File: src/rtl/symbol_frame_sync_pkg.sv
// symbol_frame_sync_pkg: shared constants, FSM state encoding and popcount helper
// for the receive-side frame synchroniser.
package symbol_frame_sync_pkg;
   localparam logic [31:0] SYNC_WORD_DEFAULT = 32'hD391_7A2C;
   localparam int SYMS_PER_BLOCK = 64;
   localparam int HDR_SYMS = 4;
   localparam int SYNC_SYMS = 16;

   typedef enum logic [1:0] {
      ST_HUNT    = 2'd0,
      ST_LEN     = 2'd1,
      ST_PAYLOAD = 2'd2
   } state_e;

   function automatic int popcount32(input logic [31:0] v);
      int n = 0;
      for (int i = 0; i < 32; i++) n += int'(v[i]);
      return n;
   endfunction
endpackage

File: src/rtl/symbol_frame_sync_if.sv
// symbol_frame_sync_if: slicer-side symbol stream in, framed payload stream and
// frame status out.
interface symbol_frame_sync_if;
   logic [1:0]  symbol_in;
   logic        symbol_valid;
   logic        resync;
   logic [1:0]  symbol_out;
   logic        symbol_out_valid;
   logic        in_frame;
   logic        frame_start;
   logic        frame_done;
   logic        frame_error;
   logic [15:0] frame_count;

   modport master (
      output symbol_in, symbol_valid, resync,
      input  symbol_out, symbol_out_valid, in_frame, frame_start, frame_done, frame_error, frame_count
   );
   modport slave (
      input  symbol_in, symbol_valid, resync,
      output symbol_out, symbol_out_valid, in_frame, frame_start, frame_done, frame_error, frame_count
   );
endinterface

File: src/rtl/symbol_frame_sync_correlator.sv
// sync_correlator: 32-bit symbol shift register with a tolerant sync-word compare;
// match is evaluated on the value the current symbol would shift in.
module sync_correlator
   import symbol_frame_sync_pkg::*;
#(
   parameter logic [31:0] SYNC_WORD = SYNC_WORD_DEFAULT,
   parameter int          SYNC_TOL  = 0
) (
   input  logic       clk,
   input  logic       reset,
   input  logic       shift_i,
   input  logic       clear_i,
   input  logic [1:0] sym_i,
   output logic       match_o
);
   logic [31:0] sr_q, sr_d, sr_new;

   always_comb begin
      sr_new  = {sr_q[29:0], sym_i};
      match_o = popcount32(sr_new ^ SYNC_WORD) <= SYNC_TOL;
      sr_d    = clear_i ? '0 : shift_i ? sr_new : sr_q;
   end

   always_ff @(posedge clk or negedge reset)
      if (!reset) sr_q <= '0;
      else sr_q <= sr_d;
endmodule

File: src/rtl/symbol_frame_sync.sv
// symbol_frame_sync: hunts for the sync word, reads an 8-bit block-count header and
// forwards exactly count*SYMS_PER_BLOCK payload symbols; all outputs registered.
module symbol_frame_sync #(
   parameter logic [31:0] SYNC_WORD      = symbol_frame_sync_pkg::SYNC_WORD_DEFAULT,
   parameter int          SYNC_TOL       = 0,
   parameter int          SYMS_PER_BLOCK = symbol_frame_sync_pkg::SYMS_PER_BLOCK
) (
   input  logic clk,
   input  logic reset,
   symbol_frame_sync_if.slave sif
);
   import symbol_frame_sync_pkg::*;

   localparam int CNT_W = $clog2(SYMS_PER_BLOCK);

   state_e            state_q, state_d;
   logic [1:0]        hdr_cnt_q, hdr_cnt_d;
   logic [7:0]        len_q, len_d, blocks_q, blocks_d;
   logic [CNT_W-1:0]  sym_cnt_q, sym_cnt_d;
   logic [1:0]        sym_out_q, sym_out_d;
   logic              out_valid_q, out_valid_d, in_frame_q, in_frame_d;
   logic              start_q, start_d, done_q, done_d, err_q, err_d;
   logic [15:0]       count_q, count_d;
   logic              shift, clear, match, last_sym;

   sync_correlator #(.SYNC_WORD(SYNC_WORD), .SYNC_TOL(SYNC_TOL)) u_corr (
      .clk     (clk),
      .reset   (reset),
      .shift_i (shift),
      .clear_i (clear),
      .sym_i   (sif.symbol_in),
      .match_o (match)
   );

   assign last_sym = sym_cnt_q == CNT_W'(SYMS_PER_BLOCK - 1);

   // Every path back to HUNT also clears the correlator so stale bits never seed a match.
   always_comb begin
      state_d     = state_q;
      hdr_cnt_d   = hdr_cnt_q;
      len_d       = len_q;
      blocks_d    = blocks_q;
      sym_cnt_d   = sym_cnt_q;
      sym_out_d   = sym_out_q;
      out_valid_d = 1'b0;
      start_d     = 1'b0;
      done_d      = 1'b0;
      err_d       = 1'b0;
      count_d     = count_q;
      shift       = 1'b0;
      clear       = 1'b0;
      if (sif.resync) begin
         state_d = ST_HUNT;
         clear   = 1'b1;
         err_d   = state_q != ST_HUNT;
      end else if (sif.symbol_valid) begin
         case (state_q)
            ST_HUNT: begin
               shift = 1'b1;
               if (match) begin
                  state_d   = ST_LEN;
                  start_d   = 1'b1;
                  hdr_cnt_d = '0;
               end
            end
            ST_LEN: begin
               len_d     = {len_q[5:0], sif.symbol_in};
               hdr_cnt_d = hdr_cnt_q + 2'd1;
               if (hdr_cnt_q == 2'(HDR_SYMS - 1)) begin
                  state_d   = len_d == 8'd0 ? ST_HUNT : ST_PAYLOAD;
                  err_d     = len_d == 8'd0;
                  clear     = len_d == 8'd0;
                  blocks_d  = len_d;
                  sym_cnt_d = '0;
               end
            end
            ST_PAYLOAD: begin
               out_valid_d = 1'b1;
               sym_out_d   = sif.symbol_in;
               sym_cnt_d   = last_sym ? '0 : sym_cnt_q + 1'b1;
               if (last_sym) begin
                  blocks_d = blocks_q - 8'd1;
                  if (blocks_q == 8'd1) begin
                     done_d  = 1'b1;
                     count_d = count_q + 16'd1;
                     state_d = ST_HUNT;
                     clear   = 1'b1;
                  end
               end
            end
            default: begin
               state_d = ST_HUNT;
               clear   = 1'b1;
            end
         endcase
      end
      in_frame_d = state_d != ST_HUNT;
   end

   always_ff @(posedge clk or negedge reset)
      if (!reset) begin
         state_q     <= ST_HUNT;
         hdr_cnt_q   <= '0;
         len_q       <= '0;
         blocks_q    <= '0;
         sym_cnt_q   <= '0;
         sym_out_q   <= '0;
         out_valid_q <= 1'b0;
         in_frame_q  <= 1'b0;
         start_q     <= 1'b0;
         done_q      <= 1'b0;
         err_q       <= 1'b0;
         count_q     <= '0;
      end else begin
         state_q     <= state_d;
         hdr_cnt_q   <= hdr_cnt_d;
         len_q       <= len_d;
         blocks_q    <= blocks_d;
         sym_cnt_q   <= sym_cnt_d;
         sym_out_q   <= sym_out_d;
         out_valid_q <= out_valid_d;
         in_frame_q  <= in_frame_d;
         start_q     <= start_d;
         done_q      <= done_d;
         err_q       <= err_d;
         count_q     <= count_d;
      end

   assign sif.symbol_out       = sym_out_q;
   assign sif.symbol_out_valid = out_valid_q;
   assign sif.in_frame         = in_frame_q;
   assign sif.frame_start      = start_q;
   assign sif.frame_done       = done_q;
   assign sif.frame_error      = err_q;
   assign sif.frame_count      = count_q;
endmodule

File: src/flat_wrapper.sv
// flat-port wrapper written by rule: the top's interface ports become plain ports
module symbol_frame_sync_flat import symbol_frame_sync_pkg::*;
#(
   parameter logic [31:0] SYNC_WORD      = symbol_frame_sync_pkg::SYNC_WORD_DEFAULT,
   parameter int          SYNC_TOL       = 0,
   parameter int          SYMS_PER_BLOCK = symbol_frame_sync_pkg::SYMS_PER_BLOCK
)
  (clk, reset, sif_symbol_in, sif_symbol_valid, sif_resync, sif_symbol_out, sif_symbol_out_valid, sif_in_frame, sif_frame_start, sif_frame_done, sif_frame_error, sif_frame_count);
  symbol_frame_sync_if sif_i ();
  input  logic clk;
  input  logic reset;
  input wire logic [$bits(sif_i.symbol_in)-1:0] sif_symbol_in;
  input wire logic [$bits(sif_i.symbol_valid)-1:0] sif_symbol_valid;
  input wire logic [$bits(sif_i.resync)-1:0] sif_resync;
  output wire logic [$bits(sif_i.symbol_out)-1:0] sif_symbol_out;
  output wire logic [$bits(sif_i.symbol_out_valid)-1:0] sif_symbol_out_valid;
  output wire logic [$bits(sif_i.in_frame)-1:0] sif_in_frame;
  output wire logic [$bits(sif_i.frame_start)-1:0] sif_frame_start;
  output wire logic [$bits(sif_i.frame_done)-1:0] sif_frame_done;
  output wire logic [$bits(sif_i.frame_error)-1:0] sif_frame_error;
  output wire logic [$bits(sif_i.frame_count)-1:0] sif_frame_count;
  assign sif_i.symbol_in = sif_symbol_in;
  assign sif_i.symbol_valid = sif_symbol_valid;
  assign sif_i.resync = sif_resync;
  assign sif_symbol_out = sif_i.symbol_out;
  assign sif_symbol_out_valid = sif_i.symbol_out_valid;
  assign sif_in_frame = sif_i.in_frame;
  assign sif_frame_start = sif_i.frame_start;
  assign sif_frame_done = sif_i.frame_done;
  assign sif_frame_error = sif_i.frame_error;
  assign sif_frame_count = sif_i.frame_count;
  symbol_frame_sync #(.SYNC_WORD(SYNC_WORD), .SYNC_TOL(SYNC_TOL), .SYMS_PER_BLOCK(SYMS_PER_BLOCK)) u_core (.clk(clk), .reset(reset), .sif(sif_i));
endmodule
File: config.mk
export PLATFORM = sky130hd
export DESIGN_NAME = symbol_frame_sync_flat
export DESIGN_NICKNAME = d
export VERILOG_FILES = /design/src/rtl/symbol_frame_sync_pkg.sv /design/src/rtl/symbol_frame_sync_if.sv /design/src/rtl/symbol_frame_sync_correlator.sv /design/src/rtl/symbol_frame_sync.sv /design/src/flat_wrapper.sv
export SDC_FILE = /design/constraint.sdc
export NUM_CORES = 1
export LEC_CHECK = 0
export CAP_MARGIN = 5
export CELL_PAD_IN_SITES_DETAIL_PLACEMENT = 0
export CELL_PAD_IN_SITES_GLOBAL_PLACEMENT = 1
export CORE_MARGIN = 2
export CORE_UTILIZATION = 45
export CTS_BUF_LIST = sky130_fd_sc_hd__clkbuf_8
export CTS_CLUSTER_DIAMETER = 200
export CTS_CLUSTER_SIZE = 8
export DETAILED_ROUTE_END_ITERATION = 10
export PLACE_DENSITY_LB_ADDON = 0.1
export SLEW_MARGIN = 10
export SYNTH_ARGS = -nofsm -noshare
export SYNTH_HDL_FRONTEND = slang
export SYNTH_HIERARCHICAL = 1
export SYNTH_SLANG_ARGS = --single-unit
File: constraint.sdc
create_clock -name clk -period 15.1 [get_ports clk]
set_input_delay 3.775 -clock clk [delete_from_list [all_inputs] [get_ports clk]]
set_output_delay 3.775 -clock clk [all_outputs]
set_load 0.02 [all_outputs]
; ---- Yosys cells after proc, flatten, opt, wreduce, memory -nomap -nowiden
; Cells that the tools add are included.
; W data, S select, Z words.
[word_totals]
out_inout_bits = 23
register_bits = 77
wordCells = 112
in_bits = 6
[op_classes]
reduce_logical = 13
addsub = 35
n_eq_ne = 8
n_lt_le_gt_ge = 1
bitwise = 2
n_mux = 40
[ops]
columns = op, count
row1 = $mux W30, 2
row2 = $add A31 B1 Y32, 1
row3 = $le A32 B1 Y1 const B, 1
row4 = $add A30 B1 Y31, 1
row5 = $add A29 B1 Y30, 1
row6 = $add A28 B1 Y29, 1
row7 = $add A27 B1 Y28, 1
row8 = $add A26 B1 Y27, 1
row9 = $add A25 B1 Y26, 1
row10 = $add A24 B1 Y25, 1
row11 = $add A23 B1 Y24, 1
row12 = $add A22 B1 Y23, 1
row13 = $add A21 B1 Y22, 1
row14 = $add A20 B1 Y21, 1
row15 = $mux W1, 21
row16 = $add A19 B1 Y20, 1
row17 = $add A18 B1 Y19, 1
row18 = $add A17 B1 Y18, 1
row19 = $add A16 B1 Y17, 1
row20 = $add A15 B1 Y16, 1
row21 = $add A16 B1 Y16 const B, 1
row22 = $mux W2, 8
row23 = $mux W8, 2
row24 = $not A16 Y16, 1
row25 = other kinds (35), 46

; ---- Logic depth before layout (Yosys ltp)
[logic_depth]
ltp_word = 37
ltp_mapped = 20
ltp_nobuf = 20

; ---- By module
; The synthesis kept the hierarchy.
[by_module_without_submodules]
columns = mod, area_each_um2, instances, seq_area_each_um2, cells_each
row1 = symbol_frame_sync, 2348.5, 1, 1176.1, 220
row2 = sync_correlator, 2094.5, 1, 750.7, 184

; ---- Worst setup path before layout
; Ideal clock, no wire load.
[synth_timing]
kind = input to register
from = in sif_symbol_in[0]
to = reg u_core.hdr_cnt_q[0]
arrival_time_ps = 9148
n_path_buf = 0
path_stages = 18
required_time_ps = 14975
slack_ps = 5827
setup_ps = 125
path_cell_list = fa_1 > fa_1 > inv_1 > fa_1 > fa_1 > fa_1 > inv_1 > fa_1 > inv_1 > fa_1 > fa_1 > inv_1 > ha_1 > fa_1 > or2_2 > a21oi_1 > o21ai_0 > mux2_2
[synth_between]
elab_chain_len = 34
[synth_rtl]
columns = item, line
row1 = start: declaration, flat_wrapper.sv:12  ; input wire logic [$bits(sif_i.symbol_in)-1:0] sif_symbol_in;
row2 = $add A1 B1 Y2, symbol_frame_sync_pkg.sv:17  ; for (int i = 0; i < 32; i++) n += int'(v[i]);
row3 = $add A2 B1 Y3, symbol_frame_sync_pkg.sv:17
row4 = $add A3 B1 Y4, symbol_frame_sync_pkg.sv:17
row5 = $add A4 B1 Y5, symbol_frame_sync_pkg.sv:17
row6 = $add A5 B1 Y6, symbol_frame_sync_pkg.sv:17
row7 = $add A6 B1 Y7, symbol_frame_sync_pkg.sv:17
row8 = $add A7 B1 Y8, symbol_frame_sync_pkg.sv:17
row9 = $add A8 B1 Y9, symbol_frame_sync_pkg.sv:17
row10 = [19 not listed], --
row11 = $add A28 B1 Y29, symbol_frame_sync_pkg.sv:17
row12 = $add A29 B1 Y30, symbol_frame_sync_pkg.sv:17
row13 = $add A30 B1 Y31, symbol_frame_sync_pkg.sv:17
row14 = $add A31 B1 Y32, symbol_frame_sync_pkg.sv:17
row15 = $le A32 B1 Y1, symbol_frame_sync_correlator.sv:20  ; match_o = popcount32(sr_new ^ SYNC_WORD) <= SYNC_TOL;
row16 = via u_core.match, symbol_frame_sync.sv:24  ; logic shift, clear, match, last_sym;
row17 = $ne A2 B1 Y1 (no source line), --
row18 = $reduce_and A4 Y1 (no source line), --
row19 = end signal: assignment, symbol_frame_sync.sv:116  ; hdr_cnt_q <= hdr_cnt_d;
row20 = end: declaration, symbol_frame_sync.sv:17  ; logic [1:0] hdr_cnt_q, hdr_cnt_d;
; The timed path passes the listed nets, and every way through them passes these cells.
; A chain may end at the register's enable or synchronous reset.

; ---- Worst setup path in the final report
[layout_timing]
from = in sif_symbol_in[1]
to = reg u_core.hdr_cnt_q[0]
; The elaborated chain is that of the path after synthesis.

==> impl_metrics.json <==
{
  "root_buffer": "clkbuf_8",
  "setup_viol_count_final": 0,
  "register_area_um2": 1930,
  "status": "completed",
  "clock_path_buffers": 2,
  "grt_max_degree": 78,
  "fin_crit_sh_pct": 65.2,
  "p_clk_share_pct": 37.6,
  "required_ps": 15340,
  "htreeDepth": 3,
  "multi_input_area_um2": 2220,
  "synth_common_cells": "dfrtp_1 (77), inv_1 (46), nor2_1 (38)",
  "synthArstFlopShare_pct": 100,
  "fp-row-count": 36,
  "syn_inst": 404,
  "max_stage_delay_ps": 660,
  "critPathCaptureType": "flop",
  "finalMaxSlewViolations": 0,
  "fin_setup_tns_ps": 0,
  "start_util_pct": 45.9,
  "ir_drop_uv": 55.0,
  "dieArea_um2": 10700,
  "fin_crit_ps": 9850,
  "worstPathMaxFanout": 6,
  "cp.arrival_ps": 10090,
  "ys_top_cells_by_area": "dfrtp_1 (43%), fa_1 (11%), mux2i_1 (7.2%), ha_1 (4.8%), inv_1 (3.9%)",
  "finalHoldViolations": 0,
  "r2r_cells": 20,
  "die_w_um": 103,
  "critPathTopFamily": "adder cells",
  "regToRegEndpoint": "u_core/hdr_cnt_q[0]$_DFFE_PN0P_",
  "crit_type": "in -> reg",
  "p_int_mw": 0.337,
  "cts-resized-gates": 0,
  "p_sw_share_pct": 25.8,
  "clk_pin_slew_ps": 70,
  "route.vias.total": 2888,
  "routedWlPerCell_um": 14.6,
  "drive_gt1_share_pct": 7.18,
  "grt_overflow": 0,
  "core_um2": 9680,
  "fmaxAchievable_mhz": 102,
  "drv_cap": 0,
  "grt_pass1_vias": 2826,
  "synth-seq-cells": 77,
  "synthFlopType": "dfrtp_1",
  "critPathLaunch": "sif_symbol_in[1]",
  "combinationalPowerShare_pct": 15.0,
  "p_seq_share_pct": 47.4,
  "leakage_nw": 2.29,
  "yosysTopAreaCellShare_pct": 43.4,
  "path_cells": "clkdlybuf4s50_1 > fa_1 > fa_1 > inv_1 > fa_1 > fa_1 > fa_1 > inv_1 > fa_1 > inv_1 > fa_1 > fa_1 > inv_1 > ha_1 > fa_1 > nor3_1 > nand2_1 > a21oi_1 > o21ai_0 > mux2_2",
  "finalClockSkew_ps": 12.1,
  "numPortBuffers": 28,
  "synth_warnings": 6,
  "worst-path-buf-inv": 5,
  "slew_headroom_pct": 31.8,
  "die_y_um": 103,
  "rsz0062_at_grt": "no",
  "gp_congestion": 0.803,
  "synthToLayoutAreaGrowth_pct": 12.1,
  "drt-total-wl_mm": 8.25,
  "cts_hold_buf": 0,
  "pin_count": 29,
  "hold-worst-slack_ps": 467,
  "place_hpwl_mm": 5.83,
  "synth.most_common_cell": "dfrtp_1",
  "drc": 0,
  "final_util_pct": 51.4,
  "nFillCells": 886,
  "crit_top_cell": "fa_1",
  "min_path_type": "reg -> reg",
  "cts_buffers": 9,
  "clock_sinks": 77,
  "critPathSlowestCell": "clkdlybuf4s50_1",
  "start_kind": "primary input",
  "grt.total_usage_pct": 17.5,
  "crit_end": "u_core/hdr_cnt_q[0]$_DFFE_PN0P_",
  "yosysTopAreaCell": "dfrtp_1",
  "drt.antenna.violating_nets": 0,
  "vias_per_cell": 5.11,
  "syn-num-nets": 452,
  "drtIter0Drc": 135,
  "nets": 476,
  "final_cells": 565,
  "ys_types": 49,
  "worstMarginPinSlew_ps": 1020,
  "dp_cells": 550,
  "antenna_found_initial": 0,
  "diodes": 0,
  "p_per_area_nw_per_um2": 91.2,
  "synth_edf_count": 0,
  "cts_setup_buffers": 0,
  "netlist_area_um2": 4440,
  "grt_pass1_wl_mm": 14.1,
  "p_sw_mw": 0.117,
  "drtPass1Iterations": 4,
  "r2r_start": "u_core/u_corr/sr_q[0]$_DFFE_PN0P_",
  "syn_avg_cell_area_um2": 11.0,
  "yosysSeqAreaShare_pct": 43.4,
  "clk_latency_ps": 360,
  "r2r_setup_slack_ps": 8940,
  "cp_num_cells": 20,
  "cts_tree": "yes"
}
==> through the flow <==
stage / worst slack (ps) / area, µm² / power, mW
3_5_place_dp: 4840 / 4770 / 0.289
5_1_grt: 4970 / 4980 / 0.481
2_1_floorplan: 5830 / 4440 / 0.270
6_report: 5250 / 4980 / 0.454
3_3_place_gp: 4990 / 4770 / 0.286
4_1_cts: 5230 / 4980 / 0.462
==> logic make-up (layout without fill, tap and decap cells) <==
| kind of cell | Yosys count | after routing | share of synthesized area [%] |
|---|---|---|---|
| compound gates | 43 | 43 | 6.48 |
| xor+xnor | 18 | 18 | 3.55 |
| fa+ha+maj | 42 | 42 | 16.1 |
| buf+inv | 62 | 90 | 6.87 |
| flops | 77 | 77 | 43.4 |
| mux | 41 | 41 | 9.49 |
| simple gates | 121 | 121 | 14.2 |
==> layout by cell type, fill, tap and decap left out, types with 10 or more instances in the layout <==
cell type	synthesis	layout
dfrtp_1	77	77
mux2i_1	32	32
ha_1	17	17
nand3_1	18	18
inv_1	46	47
clkdlybuf4s50_1	0	27
xnor2_1	16	16
fa_1	25	25
nor2_1	38	38
nand2_1	14	14
clkbuf_8	0	10
==> flip-flops by register name, summed over array words and instances, names as in the netlist <==
signal	cells
u_core/sif.symbol_out_valid	1
u_core/sym_cnt_q	6
u_core/len_q	6
u_core/sif.frame_error	1
u_core/sif.in_frame	1
u_core/sif.frame_count	16
u_core/hdr_cnt_q	2
u_core/blocks_q	8
u_core/sif.frame_done	1
u_core/state_q	2
u_core/u_corr/sr_q	30
u_core/sif.symbol_out	2
u_core/sif.frame_start	1
==> area by class of cell <==
class / count / share of cell area [%]
timing repair buffer: 29 / 5.73
multi-input combinational: 265 / 44.5
tap: 133 / 3.34
sequential: 77 / 38.7
inverter: 46 / 3.47
clock inverter: 5 / 1.53
clock buffer: 10 / 2.76
==> power groups by stage <==
stage	Sequential, mW	Clock [mW]	Combinational (mW)
after floorplan	0.218	0	0.0521
after global placement	0.220	0	0.0661
after detailed placement	0.219	0	0.0694
after CTS	0.215	0.177	0.0698
after global routing	0.216	0.186	0.0786
final	0.215	0.171	0.0681
==> worst reg2reg max path, cell delays in order (launching register included) <==
cell     delay [ps]
dfrtp_1         390
inv_1            70
fa_1            420
fa_1            490
inv_1            50
fa_1            460
fa_1            510
fa_1            520
inv_1            50
fa_1            490
inv_1            50
fa_1            450
fa_1            490
inv_1            40
ha_1            200
fa_1            440
nor3_1          180
nand2_1          70
a21oi_1         230
o21ai_0         140
mux2_2          290
==> worst min path at each step <==
stage,endpoint,from,slack (ps),cells past startpoint
4_1_cts,u_core/sif.frame_count[15]$_DFFE_PN0P_,u_core/sif.frame_count[15]$_DFFE_PN0P_,480,1
5_1_grt,u_core/sif.frame_count[15]$_DFFE_PN0P_,u_core/sif.frame_count[15]$_DFFE_PN0P_,490,1
3_5_place_dp,u_core/sif.frame_count[15]$_DFFE_PN0P_,u_core/sif.frame_count[15]$_DFFE_PN0P_,460,1
2_1_floorplan,u_core/hdr_cnt_q[1]$_DFFE_PN0P_,u_core/hdr_cnt_q[1]$_DFFE_PN0P_,480,1
6_report,u_core/sif.frame_count[15]$_DFFE_PN0P_,u_core/sif.frame_count[15]$_DFFE_PN0P_,470,1
3_3_place_gp,u_core/sif.frame_count[15]$_DFFE_PN0P_,u_core/sif.frame_count[15]$_DFFE_PN0P_,460,1
==> routing by layer <==
layer	share of wire, %	track usage (%)	up-vias
li1	-	-	1412
met2	43	25.6	45
met4	1.7	8.20	0
met5	0	0	-
met1	51	25.0	1421
met3	3.6	3.56	10
Power figures use the tool's default switching activity.
